### src/rtl/conv2_pool_sched_pkg.sv
`default_nettype none
// ============================================================================
//  Module   : conv2_pool_sched_pkg
//  Brief    : Shared types, default dimensions and width helper for the
//             conv2 max-pool scheduler.
//  Revision : 1.0  initial release
// ============================================================================
package conv2_pool_sched_pkg;

   typedef enum logic [2:0] {
      S_IDLE    = 3'd0,
      S_ISSUE   = 3'd1,
      S_WAIT    = 3'd2,
      S_PRESENT = 3'd3,
      S_DONE    = 3'd4
   } sched_state_t;

   localparam int c_MAP_W    = 8;
   localparam int c_NUM_CH   = 8;
   localparam int c_READ_LAT = 2;

   // Bits needed to hold the values 0..n-1, never less than one bit.
   function automatic int clog2_min1(input int n);
      return (n <= 2) ? 1 : $clog2(n);
   endfunction

endpackage : conv2_pool_sched_pkg
`default_nettype wire

### src/rtl/conv2_pool_sched_if.sv
`default_nettype none
// ============================================================================
//  Module   : conv2_pool_sched_if
//  Brief    : Memory-read and pool-window handshake bundle between the
//             scheduler (master) and the conv2 memory / pool unit (slave).
//  Revision : 1.0  initial release
// ============================================================================
interface conv2_pool_sched_if #(
   parameter int ADDR_W  = 6,
   parameter int OADDR_W = 4,
   parameter int CH_W    = 3
);
   logic               rd_en;
   logic [CH_W-1:0]    rd_ch;
   logic [ADDR_W-1:0]  addr0;
   logic [ADDR_W-1:0]  addr1;
   logic [ADDR_W-1:0]  addr2;
   logic [ADDR_W-1:0]  addr3;
   logic               win_valid;
   logic               win_ready;
   logic [OADDR_W-1:0] out_addr;

   modport master (
      output rd_en, rd_ch, addr0, addr1, addr2, addr3, win_valid, out_addr,
      input  win_ready
   );

   modport slave (
      input  rd_en, rd_ch, addr0, addr1, addr2, addr3, win_valid, out_addr,
      output win_ready
   );
endinterface : conv2_pool_sched_if
`default_nettype wire

### src/rtl/conv2_pool_sched_win_addr.sv
`default_nettype none
// ============================================================================
//  Module   : conv2_pool_sched_win_addr
//  Brief    : Combinational map from window (row, col) to the four source
//             addresses of the 2x2 window and the pooled output address.
//  Revision : 1.0  initial release
// ============================================================================
module conv2_pool_sched_win_addr #(
   parameter int MAP_W   = 8,
   parameter int WC_W    = 2,
   parameter int ADDR_W  = 6,
   parameter int OADDR_W = 4
) (
   input  logic [WC_W-1:0]    wr,
   input  logic [WC_W-1:0]    wc,
   output logic [ADDR_W-1:0]  addr0,
   output logic [ADDR_W-1:0]  addr1,
   output logic [ADDR_W-1:0]  addr2,
   output logic [ADDR_W-1:0]  addr3,
   output logic [OADDR_W-1:0] out_addr
);
   logic [ADDR_W-1:0] w_base;

   // Top-left pixel sits two map rows per window row and two pixels per window column in.
   always_comb begin
      w_base   = ADDR_W'(2 * MAP_W) * ADDR_W'(wr) + ADDR_W'(2) * ADDR_W'(wc);
      addr0    = w_base;
      addr1    = w_base + ADDR_W'(1);
      addr2    = w_base + ADDR_W'(MAP_W);
      addr3    = w_base + ADDR_W'(MAP_W + 1);
      out_addr = OADDR_W'(MAP_W / 2) * OADDR_W'(wr) + OADDR_W'(wc);
   end
endmodule : conv2_pool_sched_win_addr
`default_nettype wire

### src/rtl/conv2_pool_sched.sv
`default_nettype none
// ============================================================================
//  Module   : conv2_pool_sched
//  Brief    : Walks each conv2 channel in 2x2 windows, issues the window
//             reads, waits out memory latency and hands each window to the
//             max-pool unit over a valid/ready handshake.
//  Revision : 1.0  initial release
// ============================================================================
module conv2_pool_sched
   import conv2_pool_sched_pkg::*;
#(
   parameter int MAP_W    = c_MAP_W,
   parameter int NUM_CH   = c_NUM_CH,
   parameter int READ_LAT = c_READ_LAT,
   parameter int ADDR_W   = 6,
   parameter int OADDR_W  = 4,
   parameter int CH_W     = 3
) (
   input  logic                clk,
   input  logic                reset,
   input  logic                start,
   output logic                busy,
   output logic                done,
   conv2_pool_sched_if.master  bus
);
   localparam int                c_WC_W      = clog2_min1(MAP_W / 2);
   localparam int                c_WAIT_W    = clog2_min1(READ_LAT);
   localparam logic [c_WC_W-1:0] c_WIN_LAST  = c_WC_W'(MAP_W / 2 - 1);
   localparam logic [CH_W-1:0]   c_CH_LAST   = CH_W'(NUM_CH - 1);
   localparam logic [c_WAIT_W-1:0] c_WAIT_LOAD = c_WAIT_W'(READ_LAT - 1);

   sched_state_t        r_state;
   sched_state_t        w_next;
   logic [c_WAIT_W-1:0] r_wait;
   logic [c_WC_W-1:0]   r_wr, r_wc, w_wr_nxt, w_wc_nxt;
   logic [CH_W-1:0]     r_ch, w_ch_nxt;
   logic [ADDR_W-1:0]   r_addr0, r_addr1, r_addr2, r_addr3;
   logic [ADDR_W-1:0]   w_addr0, w_addr1, w_addr2, w_addr3;
   logic [OADDR_W-1:0]  r_oaddr, w_oaddr;
   logic                w_start_ok, w_hs, w_last, w_load;

   assign w_start_ok = start && (r_state == S_IDLE || r_state == S_DONE);
   assign w_hs       = (r_state == S_PRESENT) && bus.win_ready;
   assign w_last     = (r_wr == c_WIN_LAST) && (r_wc == c_WIN_LAST) && (r_ch == c_CH_LAST);
   assign w_load     = w_start_ok || w_hs;

   // Window counters after this cycle: cleared on start, stepped row-major on a handshake.
   always_comb begin
      w_wr_nxt = r_wr;
      w_wc_nxt = r_wc;
      w_ch_nxt = r_ch;
      if (w_start_ok) begin
         w_wr_nxt = '0;
         w_wc_nxt = '0;
         w_ch_nxt = '0;
      end else if (w_hs) begin
         if (r_wc == c_WIN_LAST) begin
            w_wc_nxt = '0;
            if (r_wr == c_WIN_LAST) begin
               w_wr_nxt = '0;
               w_ch_nxt = (r_ch == c_CH_LAST) ? '0 : r_ch + CH_W'(1);
            end else begin
               w_wr_nxt = r_wr + c_WC_W'(1);
            end
         end else begin
            w_wc_nxt = r_wc + c_WC_W'(1);
         end
      end
   end

   conv2_pool_sched_win_addr #(
      .MAP_W   (MAP_W),
      .WC_W    (c_WC_W),
      .ADDR_W  (ADDR_W),
      .OADDR_W (OADDR_W)
   ) u_win_addr (
      .wr       (w_wr_nxt),
      .wc       (w_wc_nxt),
      .addr0    (w_addr0),
      .addr1    (w_addr1),
      .addr2    (w_addr2),
      .addr3    (w_addr3),
      .out_addr (w_oaddr)
   );

   // State register.
   always_ff @(posedge clk) begin
      if (reset) r_state <= S_IDLE;
      else       r_state <= w_next;
   end

   // Next-state decode.
   always_comb begin
      w_next = r_state;
      case (r_state)
         S_IDLE:    if (start) w_next = S_ISSUE;
         S_ISSUE:   w_next = S_WAIT;
         S_WAIT:    if (r_wait == '0) w_next = S_PRESENT;
         S_PRESENT: if (bus.win_ready) w_next = w_last ? S_DONE : S_ISSUE;
         S_DONE:    if (start) w_next = S_ISSUE;
         default:   w_next = S_IDLE;
      endcase
   end

   // Latency counter: loaded in ISSUE so WAIT lasts exactly READ_LAT cycles.
   always_ff @(posedge clk) begin
      if (reset)                                  r_wait <= '0;
      else if (r_state == S_ISSUE)                r_wait <= c_WAIT_LOAD;
      else if (r_state == S_WAIT && r_wait != '0) r_wait <= r_wait - c_WAIT_W'(1);
   end

   // Counters and window addresses move together, only on start or handshake.
   always_ff @(posedge clk) begin
      if (reset) begin
         r_wr    <= '0;
         r_wc    <= '0;
         r_ch    <= '0;
         r_addr0 <= '0;
         r_addr1 <= '0;
         r_addr2 <= '0;
         r_addr3 <= '0;
         r_oaddr <= '0;
      end else if (w_load) begin
         r_wr    <= w_wr_nxt;
         r_wc    <= w_wc_nxt;
         r_ch    <= w_ch_nxt;
         r_addr0 <= w_addr0;
         r_addr1 <= w_addr1;
         r_addr2 <= w_addr2;
         r_addr3 <= w_addr3;
         r_oaddr <= w_oaddr;
      end
   end

   // Moore outputs decoded from the registered state.
   always_comb begin
      bus.rd_en     = (r_state == S_ISSUE);
      bus.win_valid = (r_state == S_PRESENT);
      busy          = (r_state == S_ISSUE) || (r_state == S_WAIT) || (r_state == S_PRESENT);
      done          = (r_state == S_DONE);
      bus.rd_ch     = r_ch;
      bus.addr0     = r_addr0;
      bus.addr1     = r_addr1;
      bus.addr2     = r_addr2;
      bus.addr3     = r_addr3;
      bus.out_addr  = r_oaddr;
   end
endmodule : conv2_pool_sched
`default_nettype wire

### src/flat_wrapper.sv
// flat-port wrapper written by rule: the top's interface ports become plain ports
module conv2_pool_sched_flat import conv2_pool_sched_pkg::*;
#(
   parameter int MAP_W    = c_MAP_W,
   parameter int NUM_CH   = c_NUM_CH,
   parameter int READ_LAT = c_READ_LAT,
   parameter int ADDR_W   = 6,
   parameter int OADDR_W  = 4,
   parameter int CH_W     = 3
)
  (clk, reset, start, busy, done, bus_rd_en, bus_rd_ch, bus_addr0, bus_addr1, bus_addr2, bus_addr3, bus_win_valid, bus_out_addr, bus_win_ready);
  conv2_pool_sched_if #(.ADDR_W(ADDR_W), .OADDR_W(OADDR_W), .CH_W(CH_W)) bus_i ();
  input  logic clk;
  input  logic reset;
  input  logic start;
  output logic busy;
  output logic done;
  output wire logic [$bits(bus_i.rd_en)-1:0] bus_rd_en;
  output wire logic [$bits(bus_i.rd_ch)-1:0] bus_rd_ch;
  output wire logic [$bits(bus_i.addr0)-1:0] bus_addr0;
  output wire logic [$bits(bus_i.addr1)-1:0] bus_addr1;
  output wire logic [$bits(bus_i.addr2)-1:0] bus_addr2;
  output wire logic [$bits(bus_i.addr3)-1:0] bus_addr3;
  output wire logic [$bits(bus_i.win_valid)-1:0] bus_win_valid;
  output wire logic [$bits(bus_i.out_addr)-1:0] bus_out_addr;
  input wire logic [$bits(bus_i.win_ready)-1:0] bus_win_ready;
  assign bus_rd_en = bus_i.rd_en;
  assign bus_rd_ch = bus_i.rd_ch;
  assign bus_addr0 = bus_i.addr0;
  assign bus_addr1 = bus_i.addr1;
  assign bus_addr2 = bus_i.addr2;
  assign bus_addr3 = bus_i.addr3;
  assign bus_win_valid = bus_i.win_valid;
  assign bus_out_addr = bus_i.out_addr;
  assign bus_i.win_ready = bus_win_ready;
  conv2_pool_sched #(.MAP_W(MAP_W), .NUM_CH(NUM_CH), .READ_LAT(READ_LAT), .ADDR_W(ADDR_W), .OADDR_W(OADDR_W), .CH_W(CH_W)) u_core (.clk(clk), .reset(reset), .start(start), .busy(busy), .done(done), .bus(bus_i));
endmodule
### config.mk
export PLATFORM = sky130hd
export DESIGN_NAME = conv2_pool_sched_flat
export DESIGN_NICKNAME = d
export VERILOG_FILES = /design/src/rtl/conv2_pool_sched_pkg.sv /design/src/rtl/conv2_pool_sched_if.sv /design/src/rtl/conv2_pool_sched_win_addr.sv /design/src/rtl/conv2_pool_sched.sv /design/src/flat_wrapper.sv
export SDC_FILE = /design/constraint.sdc
export NUM_CORES = 1
export LEC_CHECK = 0
export ABC_AREA = 1
export ABC_CLOCK_PERIOD_IN_PS = 1200
export CAP_MARGIN = 20
export CORE_ASPECT_RATIO = 1.1
export CORE_MARGIN = 2
export CORE_UTILIZATION = 54
export DETAILED_ROUTE_END_ITERATION = 7
export DONT_BUFFER_PORTS = 1
export PLACE_DENSITY = 0.79
export SLEW_MARGIN = 10
export SYNTH_ARGS = -nofsm -noshare
export SYNTH_HDL_FRONTEND = slang
export SYNTH_SLANG_ARGS = --single-unit
### constraint.sdc
create_clock -name clk -period 1.2 [get_ports clk]
set_input_delay 0.12 -clock clk [delete_from_list [all_inputs] [get_ports clk]]
set_output_delay 0.12 -clock clk [all_outputs]
set_load 0.03 [all_outputs]
==> qor.csv, run 1 <==
stage;metric;value;unit
setup_path;Max stage delay on crit path;0.37;ns
finish;Fillers;118;
floorplanning;die area;0.00184;mm2
yosys;Top FF cell, synth;dfxtp_1;
setup_path;Critical Path Fanout Max;4;
power;Switching Share;48.3;%
global_route;total track usage;18.7;%
clock_tree;CTS max path bufs;2;
power;Lkg Pwr;0.436;nW
global_route;number of global-route vias before repair;600;
finish;share of cells above drive strength 1;43.5;%
setup_path;slowest CP cell;dfxtp_4;
global_route;first-pass GRT wire length;2370;um
placed_design;DP HPWL;1120;um
floorplanning;chip height;44.7;um
power;Clk pwr share;15.4;%
drt;final WL;1610;um
drt;via count;673;
yosys;Avg Cell Area, Syn;7.02;um2
yosys;synthesized area;815;um2
sta;worst hold slack;0.0583;ns
global_route;largest net degree at the start of global routing;8;
sta;final hold violations;0;
drt;Avg Vias per Cell;5.14;
finish;synthesis-to-layout area growth;14.7;%
yosys;sequential area share after synthesis;29.5;%
drt;initial drt markers;15;
power;Total Power;0.00169;W
yosys;Mapped Cells;116;
yosys;post-synthesis simple-gate area fraction;30.1;%
job;Max Cap Violations;0;
power;PD cells;1810;mW/mm2
yosys;Area contributors post-synth;dfxtp_1, buf_4, nand2_1;
clock_tree;htree depth;1;
yosys;YS warnings;0;
power;NetSw;0.000817;W
clock_tree;CTS tree;done;
power;worst vdd ir;1.44;mV
setup_path;Startpoint Class;register;
finish;Layout Nets;124;
setup_path;CP endpoint kind;primary output;
global_route;initial antenna violation count;0;
sta;RSZ-0062 raised after global routing;yes;
floorplanning;die width;41.0;um
yosys;xor and xnor fraction of the mapped netlist area;0;%
sta;endpoints failing setup;0;
clock_tree;clock buffer count from CTS;3;
yosys;post-synthesis mux area share;0;%
drt;Final ANT Viol Nets;0;
power;internal power;0.000874;W
sta;final clock skew;0.00771;ns
floorplanning;# rows;14;
yosys;Yosys reg bits;12;
drt;drt pass-1 iters;4;
setup_path;critical path type;register to primary output;
placed_design;GPL Wtd Cong;0.851;
sta;Slew Limit Fails;0;
yosys;Compound-Gate Fraction of Synth Area;5.53;%
finish;most common cell after layout, fill and taps aside;nand2_1;
finish;most frequent cells in the layout;nand2_1, nand3_1, buf_4, nor2_1, inv_1;
setup_path;required time of the critical path;1.08;ns
placed_design;placed cell areas;774;um2
hold_path;worst min path class;primary input to register;
clock_tree;Reg clk slew, reported paths;0.08;ns
yosys;number of synthesized flops with an enable pin;0;
yosys;Yosys top cell area share;29.5;%
finish;cell area after layout;935;um2
yosys;Synth area leader;dfxtp_1;
placed_design;Cell Count Post-Placement;123;
finish;Post-Layout Cell Count;131;
floorplanning;Starting Density;58.9;%
yosys;largest family of logic cells by synthesized area;simple AND/OR/NAND/NOR gates;
yosys;ys async rst share;0;%
outcome;status;completed;
power;combinational share of power;49.9;%
yosys;Post-Synth Adder-Cell Area;6.14;%
power;Seq pwr share;34.7;%
finish;Antenna diodes;0;
floorplanning;Core Box Area;0.00138;mm2
global_route;GRT overflow;0;
clock_tree;clock tree root driver cell;clkbuf_4;
sta;post-layout minimum cycle time;1.18;ns
yosys;post-synth cell types;18;
setup_path;cells along the critical path;nor2_4 > inv_2 > nor2_2 > buf_6;
setup_path;cell family with most CP delay;flip-flops;
setup_path;WP data arrival;1.06;ns
setup_path;Buf/Inv on CP;2;
finish;Final Core Density;67.5;%
clock_tree;Sink Count;12;
drt;routed wire length per instance;12.3;um
sta;Max Clk Rate;0.847;GHz
floorplanning;I/O pin count;39;
drt;DRC viols;0;
placed_design;Port-buffer cells;0;
sta;fin crit share;98.4;%
clock_tree;Clk Latency, worst-skew pair;0.27;ns
-- repair_timing --
item                                   in CTS  in global routing
resized for setup                           6                 24
buffers inserted                            2                  1
hold buffers                                1                  0
endpoints found under the hold margin       7                  0
pin swaps                                   1                  4
setup endpoints to repair                   3                 12
-- state kept, by name (all words and copies together), names as in the netlist --
name / flops
u_core.bus.addr3: 4
u_core.bus.rd_ch: 3
u_core.r_state: 3
u_core.bus.addr2: 1
u_core.r_wait: 1
-- cells in the mapped netlist (2+ instances only) --
master   count
nand3_1     13
a21oi_1      8
inv_1       12
ha_1         4
dfxtp_1     12
nand2_1     20
nor2_1      13
buf_4       23
nand2_2      2
-- power by group through the flow --
stage	Combinational, W	Sequential [W]	Clock, W
after floorplan	0.000637	0.000565	0
after global placement	0.000735	0.000535	0
after global routing	0.000936	0.000598	0.000290
after detailed placement	0.000746	0.000542	0
final	0.000843	0.000587	0.000261
after CTS	0.000794	0.000559	0.000265
-- cells by family after synthesis --
| logic type | Yosys count |
|---|---|
| compound gates | 9 |
| fa+ha+maj | 4 |
| buf+inv | 37 |
| flops | 12 |
| other cells | 1 |
| simple gates | 53 |
-- final cells by class --
cell class | instances | area, um2 | area share, %
timing repair buffer | 16 | 134 | 14.3
inverter | 13 | 53.8 | 5.76
multi-input combinational | 70 | 439 | 47.0
sequential | 12 | 262 | 28.0
clock buffer | 4 | 26.3 | 2.81
tap | 16 | 20.0 | 2.14
-- path summary, 6_finish.rpt --
kind / startpoint / end / slack [ns] / cells after the start
worst max register to register: u_core.bus.addr3[4]$_SDFFE_PP0P_ / u_core.bus.addr3[4]$_SDFFE_PP0P_ / 0.06 / 4
worst max-delay path: u_core.r_state[0]$_SDFFE_PP0P_ / done / 0.02 / 4
worst min-delay path: reset / u_core.r_state[2]$_SDFFE_PP0P_ / 0.06 / 3
worst min register to register: u_core.r_wait$_SDFFE_PP0P_ / u_core.r_wait$_SDFFE_PP0P_ / 0.48 / 2
-- worst register-to-register path: stages (launching register included) --
cell and delay (ns):
dfxtp_2 0.36, buf_4 0.40, nor2_1 0.10, nand3_1 0.09, a21oi_1 0.07
-- routing by layer --
metal | GRT usage (%) | vias to the layer above | share of wire (%)
met5 | 0 | - | 0
met4 | 11.3 | 0 | 2.4
met3 | 6.40 | 4 | 8.3
met2 | 26.6 | 26 | 49
met1 | 23.5 | 305 | 40
li1 | - | 338 | -
-- through the flow --
stage	setup WS (ns)	setup TNS [ns]
after floorplan	-0.00498	-0.00498
after global placement	0.0359	0
after detailed placement	0.0333	0
after CTS	-0.0135	-0.0200
after global routing	-0.0425	-0.0814
final	0.0190	0
No activity file was read; power rests on OpenSTA's default activity.
==> run 2: changes to the inputs <==
--- a/config.mk
+++ b/config.mk
@@ -8,12 +8,14 @@
 export ABC_AREA = 1
 export ABC_CLOCK_PERIOD_IN_PS = 1200
 export CAP_MARGIN = 20
+export CELL_PAD_IN_SITES_DETAIL_PLACEMENT = 0
+export CELL_PAD_IN_SITES_GLOBAL_PLACEMENT = 1
 export CORE_ASPECT_RATIO = 1.1
 export CORE_MARGIN = 2
-export CORE_UTILIZATION = 54
+export CORE_UTILIZATION = 36
 export DETAILED_ROUTE_END_ITERATION = 7
 export DONT_BUFFER_PORTS = 1
-export PLACE_DENSITY = 0.79
+export PLACE_DENSITY = 0.78
 export SLEW_MARGIN = 10
 export SYNTH_ARGS = -nofsm -noshare
 export SYNTH_HDL_FRONTEND = slang
==> run 2 against run 1 <==
The flow now finishes with violations (negative setup slack). Utilization is 24 points lower. Sequential cell count unchanged. Clock power grew 2%. Non-clock buffer count up 1. Clock skew fell by 0.0064 ns. Critical endpoint unchanged. Largest power group unchanged.
==> qor.csv, run 2 (synthesis results as in run 1) <==
stage;metric;value;unit
outcome;status;complete, but fails checks;
outcome;failing checks;negative setup slack;
drt;drt pass-1 iters;4;
sta;final clock skew;0.00135;ns
global_route;GR Layer Usage met1;14.0;%
setup_path;WP data arrival;1.09;ns
global_route;largest net degree at the start of global routing;8;
clock_tree;CTS max path bufs;2;
drt;initial drt markers;7;
clock_tree;htree depth;1;
sta;post-layout minimum cycle time;1.21;ns
setup_path;reg2reg start;u_core.r_state[1]$_SDFFE_PP0P_;
finish;most frequent cells in the layout;buf_4, nand2_1, nor2_1, nand3_1, inv_1;
finish;synthesis-to-layout area growth;17.4;%
floorplanning;die area;0.00266;mm2
setup_path;critical path type;register to primary output;
finish;Final Core Density;43.8;%
setup_path;CP endpoint kind;primary output;
power;Total Power;0.00185;W
clock_tree;clock tree root driver cell;clkbuf_4;
placed_design;GPL Wtd Cong;0.861;
sta;endpoints failing setup;1;
setup_path;Startpoint Class;register;
finish;most common cell after layout, fill and taps aside;buf_4;
global_route;total track usage;12.9;%
hold_path;worst min path class;primary input to register;
setup_path;Crit. Startpoint;u_core.r_state[0]$_SDFFE_PP0P_;
placed_design;Port-buffer cells;0;
setup_path;reg-to-reg slack, setup;0.05;ns
floorplanning;die width;49.4;um
job;Max Cap Violations;0;
clock_tree;Clk Latency, worst-skew pair;0.27;ns
finish;Fillers;226;
clock_tree;Reg clk slew, reported paths;0.08;ns
sta;worst setup margin;-0.0136;ns
global_route;met3 usage;3.33;%
sta;Max Clk Rate;0.824;GHz
global_route;GR peak layer;met2;
clock_tree;clock buffer count from CTS;3;
drt;Final ANT Viol Nets;0;
floorplanning;# rows;18;
drt;routed wire length per instance;11.1;um
floorplanning;chip height;53.9;um
drt;via count;653;
clock_tree;Sink Count;12;
floorplanning;Core Box Area;0.00218;mm2
sta;fin crit share;101;%
placed_design;pre-CTS WS;0.0231;ns
floorplanning;I/O pin count;39;
placed_design;Cell Count Post-Placement;138;
drt;DRC viols;0;
placed_design;DP HPWL;1160;um
sta;RSZ-0062 raised after global routing;yes;
global_route;met2 Use GR;21.4;%
hold_path;hold path startpoint;reset;
finish;number of flip-flops in the largest register;4;
finish;Antenna diodes;0;
floorplanning;Starting Density;37.3;%
global_route;first-pass GRT wire length;2550;um
setup_path;required time of the critical path;1.08;ns
global_route;number of global-route vias before repair;628;
sta;Slew Limit Fails;0;
drt;final WL;1630;um
finish;Layout Nets;125;
power;Lkg Pwr;0.452;nW
power;worst vdd ir;1.40;mV
sta;final hold violations;0;
drt;Avg Vias per Cell;4.47;
global_route;GRT overflow;0;
global_route;initial antenna violation count;0;
finish;share of cells above drive strength 1;44.8;%
finish;Post-Layout Cell Count;146;
power;PD cells;1940;mW/mm2
clock_tree;CTS tree;done;
setup_path;Critical Path Fanout Max;4;
[run 2: cell types whose count changed in the layout (fill, tap and decap cells not counted), moves of 3 or more]
cell | previous run | this run
ha_4 | 4 | 0
nand2_2 | 4 | 7
nand2_1 | 17 | 13
inv_2 | 5 | 2
[run 2: layout make-up]
cell class | count | area [um2] | share of cell area, %
multi-input combinational | 70 | 437 | 45.7
timing repair buffer | 17 | 138 | 14.4
tap | 30 | 37.5 | 3.93
clock buffer | 4 | 26.3 | 2.75
sequential | 12 | 262 | 27.4
inverter | 13 | 56.3 | 5.89
[run 2: power breakdown]
part	switching [W]	internal (W)	total, W
sequential	0.000104	0.000488	0.000592
combinational	0.000656	0.000335	0.000992
clock	0.000139	0.000129	0.000267
total	0.000899	0.000952	0.00185
[run 2: what timing repair did]
action,in CTS,in global routing
hold endpoints to repair,7,0
pin swaps,5,6
setup buffers,2,2
hold buffers,1,0
endpoints found under the setup margin,5,12
resized for setup,12,19
[run 2: path summary, 6_finish.rpt]
path | depth (start not counted) | end
hold / removal | 3 | u_core.r_state[0]$_SDFFE_PP0P_
hold reg to reg | 2 | u_core.bus.addr3[3]$_SDFFE_PP0P_
setup reg to reg | 8 | u_core.r_state[2]$_SDFFE_PP0P_
setup / recovery | 4 | done
[run 2: routing by layer]
metal	up-vias	share of wire (%)
met4	0	1.2
met2	15	49
met5	-	0
li1	338	-
met1	296	44
met3	4	5.7
[run 2: worst max-delay path, stage by stage (launching register included)]
cell and delay (ns):
dfxtp_4 0.37, nor2_4 0.14, inv_2 0.05, nor2_1 0.10
buf_4 0.17
[run 2: through the flow]
stage / cell area, um2 / hold WS, ns / setup TNS (ns)
4_1_cts: 872 / 0.0528 / -0.0515
3_3_place_gp: 800 / 0.182 / 0
3_5_place_dp: 800 / 0.184 / 0
5_1_grt: 956 / 0.0892 / -0.110
2_1_floorplan: 841 / 0.353 / -0.00498
6_report: 956 / 0.0595 / -0.0136
